**config.mk**
```make
export PLATFORM = sky130hd
export DESIGN_NAME = uart_toggle_tx_flat
export DESIGN_NICKNAME = d
export VERILOG_FILES = /design/src/rtl/uart_pkg.sv /design/src/rtl/uart_toggle_tx_if.sv /design/src/rtl/uart_baud_cnt.sv /design/src/rtl/uart_toggle_tx.sv /design/src/flat_wrapper.sv
export SDC_FILE = /design/constraint.sdc
export NUM_CORES = 1
export LEC_CHECK = 0
export ABC_AREA = 1
export BUFFER_PORTS_ARGS = -buffer_cell sky130_fd_sc_hd__clkbuf_2
export CAP_MARGIN = 10
export CORE_MARGIN = 1
export CORE_UTILIZATION = 50
export CTS_CLUSTER_DIAMETER = 80
export DETAILED_ROUTE_END_ITERATION = 6
export PLACE_DENSITY = 0.72
export SYNTH_ARGS = -nofsm -noshare
export SYNTH_HDL_FRONTEND = slang
export SYNTH_SLANG_ARGS = --single-unit
```
**constraint.sdc**
```tcl
create_clock -name clk -period 2.08 [get_ports clk]
set_clock_uncertainty 0.15 [all_clocks]
set_input_delay 0.104 -clock clk [delete_from_list [all_inputs] [get_ports clk]]
set_output_delay 0.104 -clock clk [all_outputs]
set_load 0.01 [all_outputs]
```
**src/rtl/uart_pkg.sv**
```systemverilog
// uart_pkg: shared definitions for the toggle-triggered UART transmitter.
//   uart_state_e   - transmitter FSM states
//   clks_per_bit() - clock cycles per serial bit for a given clock/baud pair
//   UART_DATA_BITS - data bits per frame (8N1)
//   UART_STOP_BITS - stop bits per frame
package uart_pkg;

   localparam int unsigned UART_DATA_BITS = 8;
   localparam int unsigned UART_STOP_BITS = 1;

   typedef enum logic [1:0] {
      StIdle,
      StStart,
      StData,
      StStop
   } uart_state_e;

   // Integer division; the result must be at least 2 for the baud counter to work.
   function automatic int unsigned clks_per_bit(input int unsigned clk_freq,
                                                input int unsigned baud);
      return clk_freq / baud;
   endfunction

endpackage

```
**src/rtl/uart_toggle_tx_if.sv**
```systemverilog
// uart_toggle_tx_if: request/data/status bundle between the RAM read-address
// generator (master) and the UART transmitter (slave).
//   tx_trig    - toggle request, any level change asks for one frame
//   tx_data    - byte to send, sampled when the frame starts
//   tx_busy    - high from start bit to end of stop bit
//   tx         - serial line, idles high
//   frame_done - one-cycle pulse in the last cycle of the stop bit
interface uart_toggle_tx_if;
   import uart_pkg::*;

   logic                      tx_trig;
   logic [UART_DATA_BITS-1:0] tx_data;
   logic                      tx_busy;
   logic                      tx;
   logic                      frame_done;

   modport master (
      output tx_trig,
      output tx_data,
      input  tx_busy,
      input  tx,
      input  frame_done
   );

   modport slave (
      input  tx_trig,
      input  tx_data,
      output tx_busy,
      output tx,
      output frame_done
   );

endinterface

```
**src/rtl/uart_baud_cnt.sv**
```systemverilog
// uart_baud_cnt: bit-period counter.
//   clk   - system clock
//   rst_n - asynchronous active-low reset
//   clear - hold the count at zero (used while the transmitter is idle)
//   tick  - high in the last cycle of each bit period
// Counts 0..CLKS_PER_BIT-1 and wraps on tick, so every new bit starts at zero.
module uart_baud_cnt #(
   parameter int unsigned CLKS_PER_BIT = 8
) (
   input  logic clk,
   input  logic rst_n,
   input  logic clear,
   output logic tick
);

   localparam int unsigned CntW = (CLKS_PER_BIT > 1) ? $clog2(CLKS_PER_BIT) : 1;
   localparam logic [CntW-1:0] CntMax = CntW'(CLKS_PER_BIT - 1);

   logic [CntW-1:0] cnt_q;

   assign tick = (cnt_q == CntMax);

   always_ff @(posedge clk or negedge rst_n) begin
      if (!rst_n) begin
         cnt_q <= '0;
      end else if (clear || tick) begin
         cnt_q <= '0;
      end else begin
         cnt_q <= cnt_q + CntW'(1);
      end
   end

endmodule

```
**src/rtl/uart_toggle_tx.sv**
```systemverilog
// uart_toggle_tx: 8N1 LSB-first UART transmitter started by level changes on tx_trig.
//   clk   - system clock, all state on rising edge
//   rst_n - asynchronous active-low reset
//   bus   - slave side of uart_toggle_tx_if (tx_trig/tx_data in; tx_busy/tx/frame_done out)
// A request arriving while a frame is in flight is held in a one-deep pending flag and
// served one cycle after tx_busy falls, so the generator always sees a busy falling edge.
module uart_toggle_tx
   import uart_pkg::*;
#(
   parameter int unsigned CLK_FREQ = 50_000_000,
   parameter int unsigned BAUD     = 115200
) (
   input logic             clk,
   input logic             rst_n,
   uart_toggle_tx_if.slave bus
);

   localparam int unsigned CLKS_PER_BIT = clks_per_bit(CLK_FREQ, BAUD);
   localparam int unsigned IdxW         = $clog2(UART_DATA_BITS);

   logic                      trig_s1_q, trig_s2_q, trig_ref_q;
   logic [1:0]                warm_q;
   logic                      trig_edge;
   logic                      pending_q, pending_d;
   uart_state_e               state_q, state_d;
   logic [IdxW-1:0]           bit_idx_q, bit_idx_d;
   logic [UART_DATA_BITS-1:0] shreg_q, shreg_d;
   logic                      tx_q, tx_d;
   logic                      busy_q, busy_d;
   logic                      tick;
   logic                      cnt_clear;

   // Synchronizer and edge reference. warm_q masks edges until the synchronizer has
   // filled after reset, so a tx_trig level held high across reset is not a request.
   always_ff @(posedge clk or negedge rst_n) begin
      if (!rst_n) begin
         trig_s1_q  <= 1'b0;
         trig_s2_q  <= 1'b0;
         trig_ref_q <= 1'b0;
         warm_q     <= 2'd0;
      end else begin
         trig_s1_q  <= bus.tx_trig;
         trig_s2_q  <= trig_s1_q;
         trig_ref_q <= trig_s2_q;
         if (warm_q != 2'd3) begin
            warm_q <= warm_q + 2'd1;
         end
      end
   end

   assign trig_edge = (warm_q == 2'd3) && (trig_s2_q != trig_ref_q);

   // Counter is held at zero in idle and wraps on its own tick, so it restarts at
   // zero on every state entry.
   assign cnt_clear = (state_q == StIdle);

   uart_baud_cnt #(
      .CLKS_PER_BIT(CLKS_PER_BIT)
   ) u_baud_cnt (
      .clk  (clk),
      .rst_n(rst_n),
      .clear(cnt_clear),
      .tick (tick)
   );

   always_comb begin
      state_d   = state_q;
      pending_d = pending_q;
      bit_idx_d = bit_idx_q;
      shreg_d   = shreg_q;
      tx_d      = 1'b1;
      busy_d    = 1'b0;

      unique case (state_q)
         StIdle: begin
            if (trig_edge || pending_q) begin
               state_d   = StStart;
               shreg_d   = bus.tx_data;
               pending_d = 1'b0;
               bit_idx_d = '0;
            end
         end
         StStart: begin
            if (tick) begin
               state_d = StData;
            end
         end
         StData: begin
            if (tick) begin
               if (bit_idx_q == IdxW'(UART_DATA_BITS - 1)) begin
                  state_d = StStop;
               end else begin
                  bit_idx_d = bit_idx_q + IdxW'(1);
               end
            end
         end
         StStop: begin
            if (tick) begin
               state_d = StIdle;
            end
         end
         default: state_d = StIdle;
      endcase

      // Includes the STOP->IDLE cycle; the request is then served from idle next cycle.
      if (trig_edge && (state_q != StIdle)) begin
         pending_d = 1'b1;
      end

      // Outputs are registered from the next state so they change with the state.
      unique case (state_d)
         StIdle:  tx_d = 1'b1;
         StStart: tx_d = 1'b0;
         StData:  tx_d = shreg_d[bit_idx_d];
         StStop:  tx_d = 1'b1;
         default: tx_d = 1'b1;
      endcase
      busy_d = (state_d != StIdle);
   end

   always_ff @(posedge clk or negedge rst_n) begin
      if (!rst_n) begin
         state_q   <= StIdle;
         pending_q <= 1'b0;
         bit_idx_q <= '0;
         shreg_q   <= '0;
         tx_q      <= 1'b1;
         busy_q    <= 1'b0;
      end else begin
         state_q   <= state_d;
         pending_q <= pending_d;
         bit_idx_q <= bit_idx_d;
         shreg_q   <= shreg_d;
         tx_q      <= tx_d;
         busy_q    <= busy_d;
      end
   end

   assign bus.tx         = tx_q;
   assign bus.tx_busy    = busy_q;
   assign bus.frame_done = (state_q == StStop) && tick;

endmodule

```
**src/flat_wrapper.sv**
```systemverilog
// flat-port wrapper written by rule: the top's interface ports become plain ports
module uart_toggle_tx_flat import uart_pkg::*;
#(
   parameter int unsigned CLK_FREQ = 50_000_000,
   parameter int unsigned BAUD     = 115200
)
  (clk, rst_n, bus_tx_trig, bus_tx_data, bus_tx_busy, bus_tx, bus_frame_done);
  uart_toggle_tx_if bus_i ();
  input logic clk;
  input logic rst_n;
  input wire logic [$bits(bus_i.tx_trig)-1:0] bus_tx_trig;
  input wire logic [$bits(bus_i.tx_data)-1:0] bus_tx_data;
  output wire logic [$bits(bus_i.tx_busy)-1:0] bus_tx_busy;
  output wire logic [$bits(bus_i.tx)-1:0] bus_tx;
  output wire logic [$bits(bus_i.frame_done)-1:0] bus_frame_done;
  assign bus_i.tx_trig = bus_tx_trig;
  assign bus_i.tx_data = bus_tx_data;
  assign bus_tx_busy = bus_i.tx_busy;
  assign bus_tx = bus_i.tx;
  assign bus_frame_done = bus_i.frame_done;
  uart_toggle_tx #(.CLK_FREQ(CLK_FREQ), .BAUD(BAUD)) u_core (.clk(clk), .rst_n(rst_n), .bus(bus_i));
endmodule
```
Word-level counts from Yosys, hierarchy flattened
Cells that the tools add are included.
{"block": "word_totals", "ff_bits": 30, "input_bits": 11, "output_inout_bits": 3, "word_cells": 58}
{"block": "classes", "add_sub_neg": 3, "n_lt_le_gt_ge": 1, "n_eq_ne": 11, "n_mux": 19, "n_reduce_logical": 13}
{"cell": "2-to-1 mux 8 bit", "count": 2}
{"cell": "equality test 2 bit, second input constant", "count": 5}
{"cell": "2-to-1 mux 2 bit", "count": 5}
{"cell": "adder 9 x 1 -> 9 bit, second input constant", "count": 1}
{"cell": "equality test 9 bit, second input constant", "count": 1}
{"cell": "2-to-1 mux 3 bit", "count": 3}
{"cell": "2-to-1 mux 9 bit", "count": 1}
{"cell": "one-hot mux 2 bit (4 select lines)", "count": 1}
{"cell": "nonzero test 2 bit", "count": 4}
{"cell": "one-hot mux 3 bit (2 select lines)", "count": 1}
{"cell": "equality test 2 x 1 -> 1 bit, second input constant", "count": 2}
{"cell": "zero test 2 bit", "count": 2}
{"cell": "< comparator 3 x 4 -> 1 bit, second input constant", "count": 1}
{"cell": "2-to-1 mux 1 bit", "count": 4}
{"cell": "adder 3 x 1 -> 3 bit, second input constant", "count": 1}
{"cell": "binary-select mux 1 bit (select 3 bit)", "count": 1}
{"cell": "equality test 3 bit, second input constant", "count": 1}
{"cell": "logical AND 1 bit", "count": 3}
{"cell": "one-hot mux 1 bit (3 select lines)", "count": 1}
{"cell": "adder 2 x 1 -> 2 bit, second input constant", "count": 1}
{"cell": "logical OR 1 bit", "count": 2}
{"cell": "inequality test 2 bit, second input constant", "count": 1}
{"cell": "AND reduction 2 bit", "count": 1}
{"cell": "OR reduction 2 bit", "count": 1}
{"cell": "inequality test 1 bit", "count": 1}

Logic depth before layout (Yosys ltp)
Gate-level depths: netlist of the first run.
{"block": "depth", "ltp_word": 8, "mapped_depth": 14, "ltp_nobuf": 14}

Hierarchy
Synthesis of the first run repeated with hierarchy kept, for this count alone.
{"block": "unflattened", "hier_cells": 196, "hier_area_um2": 1644.1}
{"mod": "uart_toggle_tx", "instances": 1, "cells_each": 128, "area_each_um2": 1141.1}
{"mod": "uart_baud_cnt", "instances": 1, "cells_each": 68, "area_each_um2": 503.0}

Least setup slack after synthesis of the first run
Ideal clock, no wire load.
{"block": "synth_timing", "path_kind": "reg-to-reg", "start": "reg u_core.u_baud_cnt.cnt_q[1]", "end": "reg u_core.tx_q (netlist: u_core.bus.tx)", "t_arrival_ps": 1799, "path_slack_ps": 63, "stages_incl_launch_ff": 13, "path_buffers": 0, "period_less_slack_ps": 2017, "cell_sequence": "dfrtp_1 > inv_1 > ha_1 > nand2_1 > inv_1 > nand2_1 > nor2_4 > inv_2 > nor3_1 > a211oi_1 > inv_1 > ha_1 > a21oi_2"}
{"block": "synth_via", "elab_chain_len": 6, "elab_cells_between_ends": 15}
{"item": "start, declared", "line": "uart_baud_cnt.sv:19", "rtl": "logic [CntW-1:0] cnt_q;"}
{"item": "start signal, assigned", "line": "uart_baud_cnt.sv:29", "rtl": "cnt_q <= cnt_q + CntW'(1);"}
{"item": "equality test 9 bit (*)", "line": "uart_baud_cnt.sv:21", "rtl": "assign tick = (cnt_q == CntMax);"}
{"item": "2-to-1 mux 2 bit (on tied branches)", "line": "uart_toggle_tx.sv:98, uart_toggle_tx.sv:84, uart_toggle_tx.sv:89"}
{"item": "one-hot mux 2 bit (4 select lines) (*)", "line": "uart_toggle_tx.sv:74", "rtl": "unique case (state_q)"}
{"item": "via u_core.state_d[1]", "line": "uart_toggle_tx.sv:25", "rtl": "uart_state_e state_q, state_d;"}
{"item": "equality test 2 bit or zero test 2 bit (tied branches)", "line": "uart_toggle_tx.sv:111", "rtl": "unique case (state_d)"}
{"item": "OR reduction 2 bit (no source line)"}
{"item": "one-hot mux 1 bit (3 select lines) (*)", "line": "uart_toggle_tx.sv:111"}
{"item": "via u_core.tx_d", "line": "uart_toggle_tx.sv:28", "rtl": "logic tx_q, tx_d;"}
{"item": "end signal, assigned", "line": "uart_toggle_tx.sv:134", "rtl": "tx_q <= tx_d;"}
{"item": "end, declared", "line": "uart_toggle_tx.sv:28"}
Mark *: on every way through the listed nets, which the timed path passes. The rest lies on a longest branch. The select of a mux whose other input is x is not followed.
A chain may end at the register's enable or synchronous reset.

Worst setup path after layout of the first run
{"block": "layout_timing", "start": "reg u_core.u_baud_cnt.cnt_q[1]", "end": "reg u_core.tx_q (netlist: u_core.bus.tx)"}
{"block": "layout_via", "elab_chain_len": 6, "elab_cells_between_ends": 15}
{"item": "equality test 9 bit (*)", "line": "uart_baud_cnt.sv:21"}
{"item": "2-to-1 mux 3 bit (tied with other cells)", "line": "uart_toggle_tx.sv:89", "rtl": "if (tick) begin"}
{"item": "one-hot mux 3 bit (2 select lines) or one-hot mux 2 bit (4 select lines) (tied branches)", "line": "uart_toggle_tx.sv:74"}
{"item": "binary-select mux 1 bit (select 3 bit) (tied with other cells)", "line": "uart_toggle_tx.sv:114", "rtl": "StData: tx_d = shreg_d[bit_idx_d];"}
{"item": "2-to-1 mux 1 bit (not written as such) or OR reduction 2 bit (tied branches)"}
{"item": "one-hot mux 1 bit (3 select lines) (*)", "line": "uart_toggle_tx.sv:111"}
{"item": "via u_core.tx_d", "line": "uart_toggle_tx.sv:28"}
Marked as above.

==> run_results.csv, run 1 <==
group,metric,value,unit
outcome,outcome,"complete, but fails checks",
outcome,violations,"DRC",
cts,cts_root_buf,"clkbuf_4",
synthesis,synthesis.nets,198,
cts,cts_tree,"done",
floorplanning,die_w,57.71,microns
finish,antenna_cells,0,
floorplanning,fp.dieH,57.71,microns
cts,clk_pin_slew,0.09,ns
synthesis,yosys-top-cells-area,"dfrtp_1 47%, inv_1 9.0%, nand2_1 8.7%, ha_1 5.6%, nand3_2 4.5%",
global_routing,overflow,0,
job,maxCapViolations,0,
synthesis,yosysUniqueCellTypes,27,
route,post_drt_wl_per_cell,10.85,microns
route,drt_iter0_markers,47,
sta,final_hold_viol_count,0,
floorplanning,initial_core_util,0.5439,
critical_path,cp.arrival,2.06,ns
placed_design,post-place-ws,0.03052,ns
critical_path,reg2reg_slack,0.13,ns
finish,area_growth,18.47,%
synthesis,yosys_warnings,0,
power,powerDensity,867.2,mW/mm^2
global_routing,grt_max_degree,31,
finish,drive_above_1_share,0.2300,
cts,cts_buffers,5,
placed_design,numPlacedInstances,225,
finish,multi_input_area,643.1,sq um
finish,instances_no_fill,244,
critical_path,startpoint,"u_core.u_baud_cnt.cnt_q[1]",
finish,layout_commonest_cell,"inv_1",
floorplanning,die_area,0.003330,sq mm
route,ant_nets,0,
critical_path,start_kind,"flop",
finish,fillers,235,
critical_path,worstSetupPathType,"flop to flop",
sta,fin_ws,0.1269,ns
floorplanning,ioPinCount,14,
finish,final_nets,230,
critical_path,cp-end-kind,"flop",
sta,max_slew_margin,0.5249,
placed_design,dp_hpwl,1.921,mm
power,peakVddDrop,0.6354,mV
synthesis,ys_seq_elements,30,
sta,finalCritPeriodShare,0.9390,
sta,fmax,512.0,MHz
synthesis,syn_avg_cell_area,8.619,sq um
synthesis,ys_seq_area_frac,0.4847,
sta,worst_pin_slew,0.7127,ns
hold_path,hp-class,"input port to async pin",
critical_path,endpoint,"u_core.bus.tx",
sta,drv_slew,0,
route,vias,1173,
power,p_leak,0.9388,nW
route,drc,1,
cts,worstSkewPairLatency,0.32,ns
placed_design,gp_congestion,0.7928,
critical_path,timing.rr.start,"u_core.u_baud_cnt.cnt_q[1]",
synthesis,yosys.area.top_type,"dfrtp_1",
floorplanning,fp.coreArea,0.002853,sq mm
route,drt-total-wl,2.647,mm
route,dr.pass1.iters,6,
global_routing,antenna_found_initial,0,
global_routing,first_global_vias,1161,
synthesis,syn_inst,180,
global_routing,grt_pass1_wl,4.629,mm
synthesis,synth_area,0.001551,sq mm
finish,seqCellArea,752.0,sq um
sta,finalSetupViolCount,0,
route,avgViaCountPerCell,4.807,
critical_path,cp.required,2.19,ns
global_routing,grt_usage,0.1869,
critical_path,cp_max_fo,5,
critical_path,timing.rr.end,"u_core.bus.tx",
cts,cts_sinks,30,
sta,layout_min_cycle_time,1.953,ns
synthesis,synth_top_area_frac,0.4677,
floorplanning,rows,19,
cts,htree_levels,2,
placed_design,io_buffers,13,
critical_path,ff2ff_path_depth,12,
finish,final_cell_mix,"37 x inv_1, 36 x nand2_1, 29 x dfrtp_1",
cts,cts.path.max_buffers,2,
[what timing repair did]
action	4_1_cts	5_1_grt
endpoints found under the setup margin	0	3
hold endpoints to repair	38	0
buffers inserted	0	1
gates resized for setup	0	6
hold buffers	10	0
[state kept, by name (all words and copies together), names as in the netlist, 2 cells and up]
signal                   flops
u_core.bit_idx_q             3
u_core.u_baud_cnt.cnt_q      9
u_core.state_q               2
u_core.shreg_q               8
u_core.warm_q                2
[Yosys cell counts (all sizes together)]
library cell   n
a211oi         1
a21oi          6
a22oi          1
and2           1
buf            2
dfrtp         29
dfstp          1
ha             7
inv           41
mux2           1
nand2         40
nand3         13
nand3b         1
nor2          18
nor3           5
nor3b          3
o21ai          8
xnor2          1
xor2           1
[cell type report]
class | instances | share of cell area
Inverter | 41 | 0.08509
Timing Repair Buffer | 27 | 0.1082
Tap cell | 31 | 0.02110
Clock buffer | 8 | 0.02655
Sequential cell | 30 | 0.4091
Multi-Input combinational cell | 107 | 0.3499
[worst min-delay path by stage]
stage                          start                    endpoint  slack (ns)
global placement               rst_n  u_core.u_baud_cnt.cnt_q[6]        0.04
CTS                 u_core.trig_s1_q            u_core.trig_s2_q        0.21
detailed placement             rst_n  u_core.u_baud_cnt.cnt_q[6]        0.05
finish                         rst_n  u_core.u_baud_cnt.cnt_q[6]        0.21
floorplan                      rst_n         u_core.bit_idx_q[0]       -0.34
global route        u_core.trig_s1_q            u_core.trig_s2_q        0.22
[cells by family (layout without fill, tap and decap cells)]
family,Yosys count,after routing,share of synthesized area
and+or+nand+nor,81,81,0.2734
adders and majority gates,7,7,0.05645
DFF,30,30,0.4847
muxes,1,1,0.007258
AOI/OAI and AO/OA,16,16,0.05968
buffers and inverters,43,76,0.1073
xor gates and xnor gates,2,2,0.01129
[routing by layer]
layer	share of wire	vias up	global-route usage
met5	0	-	0
met4	0.021	0	0.09864
met3	0.031	7	0.04911
met2	0.49	19	0.3056
met1	0.46	535	0.2277
li1	-	612	-
[power breakdown]
group	switching, mW	internal [mW]
Clock	0.187	0.135
Combinational	0.273	0.194
Sequential	0.0770	0.729
Total	0.536	1.06
[through the flow]
stage | utilization | hold WS, ns | area [sq um] | setup TNS, ns | total power [mW]
after floorplan | - | -0.3416 | 1551 | 0 | 1.137
after global placement | 0.5838 | 0.04217 | 1665 | 0 | 1.220
after detailed placement | 0.5838 | 0.04928 | 1665 | 0 | 1.250
after CTS | 0.6360 | 0.2145 | 1814 | 0 | 1.590
after global routing | 0.6443 | 0.2197 | 1838 | -0.002443 | 1.728
final | 0.6443 | 0.2068 | 1838 | 0 | 1.594
[critical path, cell delays in order, from the launching register on]
cell     delay (ns)
dfrtp_1        0.39
inv_1          0.06
ha_1           0.12
nand2_1        0.06
inv_1          0.05
nand2_1        0.07
nor2_4         0.13
inv_4          0.07
nor2_4         0.09
a22oi_1        0.06
and2_1         0.18
ha_1           0.32
a21oi_2        0.13
(Power assumes the default switching activity.)
==> inputs of run 2 (changes only) <==
==> constraint.sdc (replaced) <==
create_clock -name clk -period 2.08 [get_ports clk]
set_clock_uncertainty 0.15 [all_clocks]
set_input_delay 0.416 -clock clk [delete_from_list [all_inputs] [get_ports clk]]
set_output_delay 0.416 -clock clk [all_outputs]
set_load 0.01 [all_outputs]
==> run_results.csv, run 2 (same netlist as run 1, synthesis figures left out) <==
group,metric,value,unit
critical_path,cp-end-kind,"primary output",
placed_design,io_buffers,13,
placed_design,gp_congestion,0.7853,
power,powerDensity,889.6,mW/mm^2
route,drc,1,
global_routing,met2_usage,0.3372,
placed_design,numPlacedInstances,225,
global_routing,grt_usage,0.1995,
finish,instances_no_fill,241,
hold_path,hp-class,"input port to flop",
job,maxCapViolations,0,
critical_path,worstSetupPathType,"flop to primary output",
global_routing,gr-usage-met3,0.06696,
floorplanning,die_area,0.003330,sq mm
hold_path,hp-start,"bus_tx_trig",
global_routing,grt_pass1_wl,4.905,mm
critical_path,cp.required,1.51,ns
critical_path,reg2reg_slack,0,ns
sta,rsz0062_at_grt,"yes",
critical_path,start_kind,"flop",
route,ant_nets,0,
finish,top_register,"u_core.u_baud_cnt.cnt_q",
finish,layout_commonest_cell,"inv_1",
placed_design,dp_hpwl,1.939,mm
sta,fmax,470.7,MHz
sta,finalSetupTns,-0.04447,ns
finish,largestRegisters,"u_core.u_baud_cnt.cnt_q: 9 flops, u_core.shreg_q: 8 flops, u_core.bit_idx_q: 3 flops",
finish,final_cell_mix,"36 x inv_1, 33 x nand2_1, 29 x dfrtp_1",
global_routing,grt_max_degree,31,
route,avgViaCountPerCell,4.934,
power,peakVddDrop,0.5213,mV
cts,cts_root_buf,"clkbuf_4",
floorplanning,rows,19,
critical_path,cp.arrival,1.56,ns
critical_path,ff2ff_path_depth,13,
route,vias,1189,
finish,largest_register_ffs,9,
sta,finalCritPeriodShare,1.021,
finish,antenna_cells,0,
global_routing,first_global_vias,1196,
cts,cts_sinks,30,
global_routing,antenna_found_initial,0,
floorplanning,ioPinCount,14,
power,p_leak,0.9349,nW
finish,finalInstanceArea,0.001831,sq mm
sta,layout_min_cycle_time,2.124,ns
cts,cts_buffers,5,
hold_path,min_to,"u_core.trig_s1_q",
floorplanning,initial_core_util,0.5439,
sta,fin_ws,-0.04447,ns
critical_path,timing.rr.start,"u_core.u_baud_cnt.cnt_q[1]",
cts,clk_pin_slew,0.08,ns
finish,area_growth,17.98,%
finish,drive_above_1_share,0.3143,
sta,max_slew_margin,0.5234,
cts,worstSkewPairLatency,0.34,ns
outcome,outcome,"complete, but fails checks",
global_routing,use_met1,0.2297,
cts,cts.path.max_buffers,2,
sta,finalSetupViolCount,1,
sta,final_hold_viol_count,0,
floorplanning,fp.coreArea,0.002853,sq mm
route,dr.pass1.iters,6,
critical_path,timing.rr.end,"u_core.bus.tx",
cts,cts_tree,"done",
floorplanning,die_w,57.71,microns
floorplanning,fp.dieH,57.71,microns
global_routing,grt-busiest-layer,"met2",
sta,drv_slew,0,
route,drt-total-wl,2.806,mm
outcome,violations,"DRC, setup timing",
route,post_drt_wl_per_cell,11.64,microns
placed_design,postPlaceCellArea,0.001665,sq mm
sta,worst_pin_slew,0.7149,ns
hold_path,whs_path_depth,1,
finish,final_nets,227,
route,drt_iter0_markers,57,
critical_path,cp_max_fo,2,
cts,htree_levels,2,
global_routing,overflow,0,
[run 2: where the power goes]
part	switching, mW	internal, mW	total [mW]
logic	0.290	0.204	0.494
registers	0.0736	0.729	0.803
clock network	0.204	0.128	0.332
[run 2: final cells by class]
cell class	count	area, sq um
fill	246	1022
sequential	30	752.0
multi-input combinational	107	681.9
inverter	41	156.4
timing repair buffer	24	150.1
clock buffer	6	41.29
tap	31	38.79
clock inverter	2	10.01
[run 2: layer usage]
layer / routed length [microns] / vias up
met5: 0 / -
li1: - / 609
met1: 1271 / 557
met4: 59 / 0
met3: 89 / 6
met2: 1385 / 17
[run 2: worst max path at each step]
stage,from,endpoint,depth (start not counted)
after floorplan,u_core.u_baud_cnt.cnt_q[1],u_core.bus.tx,12
after global placement,u_core.u_baud_cnt.cnt_q[0],u_core.bus.tx,11
after detailed placement,u_core.u_baud_cnt.cnt_q[0],u_core.bus.tx,11
after CTS,u_core.u_baud_cnt.cnt_q[1],bus_frame_done,9
after global routing,u_core.u_baud_cnt.cnt_q[1],bus_frame_done,9
final,u_core.u_baud_cnt.cnt_q[1],bus_frame_done,9
[run 2: stage by stage]
step | hold slack, ns | util | power [mW] | setup WS [ns]
2_1_floorplan | -0.02959 | - | 1.137 | 0.06318
3_3_place_gp | 0.1865 | 0.5838 | 1.220 | 0.1133
3_5_place_dp | 0.1951 | 0.5838 | 1.251 | 0.07353
4_1_cts | 0.02803 | 0.6241 | 1.617 | -0.05911
5_1_grt | 0.01537 | 0.6417 | 1.765 | -0.1251
6_report | 0.03969 | 0.6417 | 1.628 | -0.04447
[run 2: critical path, stage by stage, from the launching register on]
cell and delay [ns]:
dfrtp_1 0.39, inv_1 0.06, ha_2 0.16, nand2_2 0.06, inv_2 0.06, nand2_2 0.05, nor2_4 0.13, inv_4 0.05
nor3_4 0.11, buf_2 0.15
[run 2: timing repair]
action / CTS / global route
gates resized for setup: 4 / 10
setup buffers: 5 / 2
hold buffers: 1 / 0
hold endpoints to repair: 29 / 0
pin swaps: 2 / 2
endpoints found under the setup margin: 1 / 2
==> inputs of run 3 (changes only) <==
- PLACE_DENSITY: 0.72 -> unset
- PLACE_DENSITY_LB_ADDON: unset -> 0.25
- clock period: 2.08 -> 2.52 ns (I/O delays scaled with it)
==> run_results.csv, run 3 (same netlist as run 1, synthesis figures left out) <==
group,metric,value,unit
global_routing,antenna_found_initial,0,
sta,layout_min_cycle_time,2.284,ns
route,avgViaCountPerCell,4.987,
power,clockPowerShare,0.200,
power,p_leak,0.8768,nW
finish,final_nets,216,
finish,finalInstanceArea,0.001695,sq mm
route,drt_iter0_markers,19,
finish,drive_above_1_share,0.2323,
critical_path,cp.arrival,1.63,ns
global_routing,grt_pass1_wl,4.761,mm
global_routing,met2_usage,0.3123,
outcome,outcome,"finished clean",
floorplanning,rows,19,
route,ant_nets,0,
route,dr.pass1.iters,4,
floorplanning,ioPinCount,14,
power,p_sw,0.4358,mW
placed_design,dp_hpwl,1.993,mm
critical_path,cp-end-kind,"primary output",
critical_path,crit_buf_inv,4,
route,drc,0,
placed_design,post-place-ws,0.2856,ns
placed_design,io_buffers,13,
floorplanning,fp.dieH,57.71,microns
cts,worstSkewPairLatency,0.33,ns
cts,ctsHoldBuffers,0,
global_routing,grt_usage,0.1956,
job,maxCapViolations,0,
sta,rsz0062_at_grt,"no",
route,drt-total-wl,2.590,mm
critical_path,cpLargestDelayFamily,"simple AND/OR/NAND/NOR gates",
power,p_sw_frac,0.3430,
cts,htree_levels,2,
cts,cts_root_buf,"clkbuf_4",
sta,finalSetupTns,0,ns
cts,cts_tree,"done",
placed_design,gp_congestion,0.8169,
sta,finalSetupViolCount,0,
critical_path,crit_path_top_delay_cell,"dfrtp_1",
sta,max_slew_margin,0.5262,
critical_path,cp_max_fo,5,
global_routing,first_global_vias,1126,
finish,antenna_cells,0,
finish,area_growth,9.274,%
finish,layout_commonest_cell,"inv_1",
sta,fmax,437.9,MHz
cts,cts_sinks,30,
sta,drv_slew,0,
power,comb_power_share,0.274,
floorplanning,initial_core_util,0.5439,
cts,clk_pin_slew,0.09,ns
global_routing,grt-busiest-layer,"met2",
cts,cts_buffers,5,
sta,fin_ws,0.2364,ns
floorplanning,die_w,57.71,microns
power,p_seq_frac,0.526,
power,intPower,0.8349,mW
finish,top_register,"u_core.u_baud_cnt.cnt_q",
power,powerDensity,749.5,mW/mm^2
sta,final_hold_viol_count,0,
finish,final_cell_mix,"37 x inv_1, 36 x nand2_1, 29 x dfrtp_1",
floorplanning,die_area,0.003330,sq mm
finish,largest_register_ffs,9,
critical_path,cp.required,1.87,ns
critical_path,crit_chain,"inv_1, ha_1, nand2_1, inv_1, nand2_1, nor2_4, inv_2, nor3_2, clkbuf_2",
global_routing,grt_max_degree,31,
critical_path,max_stage_delay,0.41,ns
route,vias,1142,
hold_path,hp-class,"input port to async pin",
critical_path,start_kind,"flop",
power,peakVddDrop,0.3929,mV
global_routing,gr-usage-met3,0.06027,
critical_path,worstSetupPathType,"flop to primary output",
cts,cts.path.max_buffers,2,
route,post_drt_wl_per_cell,11.31,microns
sta,finalCritPeriodShare,0.9062,
global_routing,overflow,0,
placed_design,postPlaceCellArea,0.001643,sq mm
global_routing,use_met1,0.2354,
sta,whs,0.05859,ns
floorplanning,fp.coreArea,0.002853,sq mm
sta,worst_pin_slew,0.7107,ns
finish,largestRegisters,"u_core.u_baud_cnt.cnt_q: 9 flops, u_core.shreg_q: 8 flops, u_core.bit_idx_q: 3 flops",
-- run 3: metal layers --
| metal | routed length (microns) | share of wire | vias up |
|---|---|---|---|
| met5 | 0 | 0 | - |
| met4 | 56 | 0.022 | 0 |
| met3 | 127 | 0.049 | 5 |
| met2 | 1210 | 0.47 | 26 |
| met1 | 1196 | 0.46 | 524 |
| li1 | - | - | 587 |
-- run 3: final cells by class --
| cell class | instances | area [sq um] |
|---|---|---|
| well taps | 31 | 38.79 |
| inverters | 41 | 153.9 |
| clock buffers | 5 | 37.54 |
| multi-input cells | 107 | 638.1 |
| fillers | 253 | 1157 |
| clock inverters | 2 | 10.01 |
| flip-flops and latches | 30 | 752.0 |
| repair buffers | 13 | 65.06 |
-- run 3: per-stage QoR --
| stage | total power, mW | std cells | utilization |
|---|---|---|---|
| final | 1.271 | 229 | 0.5943 |
| after global routing | 1.396 | 229 | 0.5943 |
| after CTS | 1.290 | 229 | 0.5925 |
| after detailed placement | 1.028 | 222 | 0.5759 |
| after global placement | 1.010 | 222 | 0.5759 |
| after floorplan | 0.9385 | 180 | - |
-- run 3: final timing paths --
check,depth (start not counted),slack (ns),endpoint,start
hold reg to reg,0,0.21,u_core.trig_s2_q,u_core.trig_s1_q
min in group clk,1,0.13,u_core.trig_s1_q,bus_tx_trig
hold / removal,1,0.06,u_core.u_baud_cnt.cnt_q[3],rst_n
setup / recovery,9,0.24,bus_frame_done,u_core.u_baud_cnt.cnt_q[1]
setup reg to reg,11,0.28,u_core.bus.tx,u_core.u_baud_cnt.cnt_q[1]
max in group asynchronous,1,1.70,u_core.shreg_q[4],rst_n
-- run 3: power groups by stage --
stage                     combinational [mW]  sequential, mW  clock [mW]
after CTS                              0.353           0.668       0.269
after detailed placement               0.351           0.678           0
after global routing                   0.418           0.684       0.293
final                                  0.348           0.668       0.254
after global placement                 0.340           0.670           0
after floorplan                        0.276           0.663           0
-- run 3: timing repair --
item                                    in CTS  in global routing
setup buffers                                0                  0
endpoints found under the setup margin       0                  1
hold endpoints to repair                     0                  0
resized for setup                            0                  1
